`config.mk`:
```
export PLATFORM = sky130hd
export DESIGN_NAME = pipe_reg_chain
export DESIGN_NICKNAME = d
export VERILOG_FILES = /design/src/rtl/pipe_reg_chain.sv
export SDC_FILE = /design/constraint.sdc
export NUM_CORES = 1
export LEC_CHECK = 0
export ABC_AREA = 1
export CORE_MARGIN = 3
export CORE_UTILIZATION = 30
export DETAILED_ROUTE_END_ITERATION = 12
export DONT_BUFFER_PORTS = 1
export PLACE_DENSITY_LB_ADDON = 0.05
export SETUP_SLACK_MARGIN = 0.02
export SLEW_MARGIN = 20
export SYNTH_ARGS = -nofsm -noshare
export SYNTH_HDL_FRONTEND = slang
export SYNTH_SLANG_ARGS = --single-unit
```
`constraint.sdc`:
```
create_clock -name clock -period 1.1 [get_ports clock]
set_input_delay 0.33 -clock clock [delete_from_list [all_inputs] [get_ports clock]]
set_output_delay 0.33 -clock clock [all_outputs]
set_load 0.01 [all_outputs]
```
`src/rtl/pipe_reg_chain.sv`:
```
// Elastic DEPTH-stage register chain with valid/ready handshake, bubble collapse and flush.
// Each stage is one pipe_reg_stage; stage DEPTH-1 drives the output side.

module pipe_reg_stage #(
  parameter int               WIDTH = 32,
  parameter logic [WIDTH-1:0] INIT  = {WIDTH{1'b0}}
) (
  input  logic             clock,
  input  logic             reset,
  input  logic             flush,
  input  logic             ready,
  input  logic             up_valid,
  input  logic [WIDTH-1:0] up_data,
  output logic             v,
  output logic [WIDTH-1:0] d
);
  logic             v_d, v_q;
  logic [WIDTH-1:0] d_d, d_q;

  // Data only moves with a valid word; an empty stage keeps stale data hidden behind v=0.
  always_comb begin
    v_d = v_q;
    d_d = d_q;
    if (flush) begin
      v_d = 1'b0;
      d_d = INIT;
    end else if (ready) begin
      v_d = up_valid;
      if (up_valid) d_d = up_data;
    end
  end

  always_ff @(posedge clock or negedge reset) begin
    if (!reset) begin
      v_q <= 1'b0;
      d_q <= INIT;
    end else begin
      v_q <= v_d;
      d_q <= d_d;
    end
  end

  assign v = v_q;
  assign d = d_q;
endmodule

module pipe_reg_chain #(
  parameter int               WIDTH = 32,
  parameter int               DEPTH = 2,
  parameter logic [WIDTH-1:0] INIT  = {WIDTH{1'b0}},
  localparam int              CW    = $clog2(DEPTH+1)
) (
  input  logic             clock,
  input  logic             reset,
  input  logic             flush,
  input  logic             in_valid,
  output logic             in_ready,
  input  logic [WIDTH-1:0] in_data,
  output logic             out_valid,
  input  logic             out_ready,
  output logic [WIDTH-1:0] out_data,
  output logic [CW-1:0]    count
);
  if (DEPTH < 1) begin : g_bad_depth
    $error("pipe_reg_chain: DEPTH must be >= 1");
  end

  logic [DEPTH-1:0]            vld_pipe;
  logic [DEPTH-1:0][WIDTH-1:0] dat_pipe;
  logic [DEPTH-1:0]            rdy;
  logic                        in_xfer, out_xfer;
  logic                        rst_rel_d, rst_rel_q;
  logic [CW-1:0]               count_d, count_q;

  // Stage i may load if any stage from i to the output is empty, or the output drains.
  always_comb begin
    logic hole;
    hole = 1'b0;
    rdy  = '0;
    for (int i = DEPTH-1; i >= 0; i--) begin
      hole   = hole | ~vld_pipe[i];
      rdy[i] = hole | out_ready;
    end
  end

  // Input is refused until the first clock edge after reset is released.
  assign in_ready  = rdy[0] & ~flush & rst_rel_q;
  assign in_xfer   = in_valid & in_ready;
  assign out_valid = vld_pipe[DEPTH-1];
  assign out_data  = dat_pipe[DEPTH-1];
  assign out_xfer  = out_valid & out_ready;

  for (genvar i = 0; i < DEPTH; i++) begin : g_stage
    logic             up_v;
    logic [WIDTH-1:0] up_d;
    if (i == 0) begin : g_head
      assign up_v = in_xfer;
      assign up_d = in_data;
    end else begin : g_body
      assign up_v = vld_pipe[i-1];
      assign up_d = dat_pipe[i-1];
    end
    pipe_reg_stage #(.WIDTH(WIDTH), .INIT(INIT)) u_stage (
      .clock    (clock),
      .reset    (reset),
      .flush    (flush),
      .ready    (rdy[i]),
      .up_valid (up_v),
      .up_data  (up_d),
      .v        (vld_pipe[i]),
      .d        (dat_pipe[i])
    );
  end

  always_comb begin
    rst_rel_d = 1'b1;
    count_d   = count_q;
    if (flush) begin
      count_d = '0;
    end else begin
      case ({in_xfer, out_xfer})
        2'b10:   count_d = count_q + CW'(1);
        2'b01:   count_d = count_q - CW'(1);
        default: count_d = count_q;
      endcase
    end
  end

  always_ff @(posedge clock or negedge reset) begin
    if (!reset) begin
      rst_rel_q <= 1'b0;
      count_q   <= '0;
    end else begin
      rst_rel_q <= rst_rel_d;
      count_q   <= count_d;
    end
  end

  assign count = count_q;
endmodule
```
======== After elaboration in Yosys (flattened, before gate mapping) ========
Index checks and enable logic that the tools add are counted.
Widths: inputs -> output; s select.
operators by class
  multiplexer cells ....................... 12
  $add $sub $neg .......................... 2
  bitwise logic cells ..................... 10
  equal/unequal tests ..................... 2
  reductions and logical operators ........ 7
operators by type and width
  kind                 number
  $mux 32              6
  $reduce_bool 2->1    4
  $and 1x1->1          4
  $mux 1               4
  $pmux 2 s2           1
  $reduce_and 2->1     2
  $not 1->1            3
  $or 1x1->1           3
  $reduce_bool 3->1    1
  $add 2x1->2 const B  1
  $eq 2x1->1 const B   1
  $eq 2x2->1 const B   1
  $mux 2               1
  $sub 2x1->2 const B  1
word-level totals
  register bits ........................... 69
  output and inout bits ................... 36
  logic and storage cells ................. 39

======== Logic depth before layout (Yosys ltp) ========
  word-level depth ........................ 9
  depth in mapped cells ................... 7
  depth with buffers taken out ............ 7

======== By module ========
From an unflattened synthesis, not the netlist that was laid out.
second synthesis, totals
  cell total of the unflattened synthesis .. 460
  area total of the unflattened synthesis .. 3563.4 um^2
by module, submodules not included
  module          instances  seq. area each (um^2)  cells each  area an instance (um^2)
  pipe_reg_stage  2          825.8                  212         1664.1
  pipe_reg_chain  1          75.1                   36          235.2

======== Worst setup path after synthesis ========
Ideal clock, no wire load.
  kind .................................... register to output
  start point ............................. reg g_stage[1].u_stage.v_q
  end point ............................... out in_ready
  arrival time ............................ 0.907 ns
  stages on the path, launching flop included .. 5
  path buffers ............................ 1
  setup slack ............................. -0.137 ns
  required time ........................... 0.770 ns
  cell sequence ........................... dfrtp_1 nand3_2 nand2_2 nor2_4 buf_6
on the way
  cells in the longest elaborated chain, start to end .. 5
RTL lines
  what                      line  source
  from (decl)               17    logic v_d, v_q;
  from (signal assigned)    38    v_q <= v_d;
  $not 1->1                 81    hole = hole | ~vld_pipe[i];
  $or 1x1->1                81
  $or 1x1->1                82    rdy[i] = hole | out_ready;
  $and 1x1->1 (2 in a row)  87    assign in_ready = rdy[0] & ~flush & rst_rel_q;
  to (decl)                 57    output logic in_ready,
No other way between the ends.

======== Final worst setup path ========
  start point ............................. reg g_stage[0].u_stage.v_q
  end point ............................... out in_ready
on the way
  cells in the longest elaborated chain, start to end .. 5
RTL lines
  what                      line
  from (decl)               17
  from (signal assigned)    38
  $not 1->1                 81
  $or 1x1->1                81
  $or 1x1->1                82
  $and 1x1->1 (2 in a row)  87
No other way between the ends.

==> out/results.ini <==
[drt]
route.antenna.remaining_nets=0
num_vias=2032
drt_pre_antenna_iters=4
drt_iter0_drc=70
avg_wl_per_cell_um=16.99
wl_um=7493
routed_via_density=4.608
drc=0

[layout]
synthToLayoutAreaGrowth_pct=30.11
antenna-diode-count=0
n_fill_cell=962
final_nets=344
finalInstanceArea_mm2=0.003801
drive_gt1_frac=0.3878

[floorplanning]
die_h_um=104.7
die_w_um=104.7
floorplan.initialDensity=0.3117
coreArea_mm2=0.009371
number_of_i_o_pins=73
die_area_mm2=0.01096
num_rows=35

[sta]
finalHoldViolCount=69
setup_repair_after_global_routing_missed_its_margin=yes
setup_ws_ns=-0.3755
timing.final.crit_share=1.341
final-setup-viol-count=49
skew_ns=0.007516
worst_hold_slack_ns=-0.3264
time_the_worst_path_needs_with_i_o_delays_and_setup_ns=1.475
drv_slew=0
fmax_mhz=677.7

[critical_path]
ff2ff_path_depth=8
worst_path_dominant_cell_family=flip-flops
ff2ff_setup_slack_ns=-0.29
cp-startpoint=g_stage[0].u_stage.v
timing.critical_path.from_type=flip-flop
path_buf_inv=1
timing.rr.end=g_stage[0].u_stage.d[28]
critical_path_class=reg -> out
critPathRequiredTime_ns=0.77
cp_max_fo=6
cp_data_arrival_time_ns=1.15
worstPathCellList=nand3_2 -> nand2_2 -> nor2_4 -> buf_12
critical_path.reg2reg.startpoint=g_stage[0].u_stage.v
endpoint_kind=output port
critical_path.slowest_cell=dfrtp_1
timing.critical_path.slowest_cell_delay_ns=0.40

[status]
violations=negative hold slack, negative setup slack
status=complete, but fails checks

[global_route]
grt_pass1_vias=2206
track_usage=0.1463
grt_met2_usage=0.2325
grt.met1_usage=0.1837
global_route.overflow_total=0
grt_antenna_before_repair=0
busiest_grt_layer=met2
first_pass_grt_wire_length_um=12350
grt_max_degree=70
grt_util_met3=0.05806

[clock_tree]
clock_tree.root_cell=clkbuf_8
clkTransAtPathRegs_ns=0.08
insertion_delay_ns=0.34
cts_inserted_buffers=9
tritoncts=done
cts_max_path_buffers=2
cts_sinks=69
ctsHtreeMaxLevel=3

[synthesis]
synth-main-ff-cell=dfrtp_1
synth.area.top_cells=dfrtp_1 59%, nand3_1 11%, o21ai_2 9.0%, o21ai_0 5.8%, inv_1 4.6%
async_s_r_ff_share_synth=1.000
synth_area_mm2=0.002922
syn-instance-count=280
syn-num-nets=317
synth_top_area_share=0.5910
post-synth-top-count-cell=dfrtp_1
syn_avg_cell_area_um2=10.43
synth_cell_type_count=20
synth_top_cells_by_count=69 x dfrtp_1, 66 x nand3_1, 36 x inv_1
synth_warnings=0
synth_enable_flop_cells=0
synth.largest_area_cell=dfrtp_1
synth-seq-area-share=0.5910
postSynthRegisterBits=69

[power_and_ir_drop]
leakage_nw=1.654
power_density_mw_per_mm2=1509
peakVddDrop_uv=729.7
fin_total_pwr_mw=5.736

[job]
max-cap-violations=0

[place]
io_buffers=0
finalWeightedCongestion=0.6790
post_dp_hpwl_um=4626
area_after_detailed_placement_mm2=0.003279

[hold_path]
min_path_type=in -> async

[flip-flops by register name, indices dropped and copies added, names as in the netlist]
name and flops:
g_stage.u_stage.d 64, rst_rel_q 1, count 2, g_stage.u_stage.v 2
[worst max-delay path by stage]
stage / slack [ns] / to / cells after the start
2_1_floorplan: -0.14 / in_ready / 4
3_3_place_gp: -0.09 / in_ready / 4
3_5_place_dp: -0.12 / g_stage[0].u_stage.d[1] / 6
4_1_cts: -0.44 / in_ready / 4
5_1_grt: -0.45 / in_ready / 4
6_report: -0.38 / in_ready / 4
[layout make-up]
class / instances / area [um^2] / share of cell area
sequential: 69 / 1730 / 0.4552
multi-input combinational: 154 / 1062 / 0.2795
timing repair buffer: 36 / 484.2 / 0.1274
tap: 129 / 161.4 / 0.04246
inverter: 37 / 138.9 / 0.03654
clock buffer: 10 / 137.6 / 0.03621
clock inverter: 6 / 86.33 / 0.02271
[worst register-to-register path, stage by stage (launching register included)]
cell	delay, ns
dfrtp_1	0.40
nand3_2	0.09
nand2_2	0.07
nor2_4	0.12
buf_4	0.13
buf_8	0.12
bufbuf_16	0.26
nand3_1	0.08
o21ai_2	0.06
[placed cells by master (no fill, tap or decap), types with 2 or more instances in the layout]
master,instances
dfrtp_1,66
nand3_1,42
inv_1,35
o21ai_2,31
o21ai_0,29
nand3_2,26
buf_4,15
clkbuf_8,10
buf_12,9
nand2_1,7
buf_6,7
o21ai_1,6
nand4_1,3
dfrtp_2,3
inv_2,2
nand2_2,2
nor2_4,2
bufinv_16,2
clkinv_2,2
clkbuf_16,2
buf_8,2
[metal layers]
layer	wire length (um)	vias to the layer above
li1	-	989
met1	3292	986
met2	3593	48
met3	496	9
met4	110	0
met5	0	-
[where the power goes]
group	internal [mW]	total, mW	switching, mW	leakage, nW
registers	2.64	2.69	0.0519	0.938
logic	0.362	0.698	0.336	0.603
clock network	1.33	2.35	1.01	0.112
total	4.33	5.74	1.40	1.65
[per-stage QoR]
stage	cells	hold slack (ns)	util	setup WS, ns	TNS, ns
finish	441	-0.3264	0.4056	-0.3755	-5.899
global route	441	-0.3614	0.4056	-0.4474	-11.20
CTS	437	-0.3507	0.3951	-0.4360	-5.772
detailed placement	412	0.03686	0.3499	-0.1153	-2.518
global placement	412	0.03650	0.3499	-0.08501	-2.143
floorplan	280	0.03441	-	-0.1373	-0.6397
[cells by family (layout without fill, tap and decap cells)]
logic type / Yosys count / count (layout) / synth area share
and+or+nand+nor: 86 / 86 / 0.1538
DFF: 69 / 69 / 0.5910
AOI/OAI and AO/OA: 66 / 66 / 0.1516
buffers and inverters: 57 / 89 / 0.09936
other: 1 / 1 / 0.001284
xor gates and xnor gates: 1 / 1 / 0.002998
[what timing repair did]
action / in CTS / in global routing
endpoints found under the setup margin: 98 / 103
endpoints found under the hold margin: 69 / 69
pin swaps: 4 / 5
buffers inserted: 7 / 5
cloned: 2 / 2
resized for setup: 18 / 22
(Power assumes the default switching activity.)
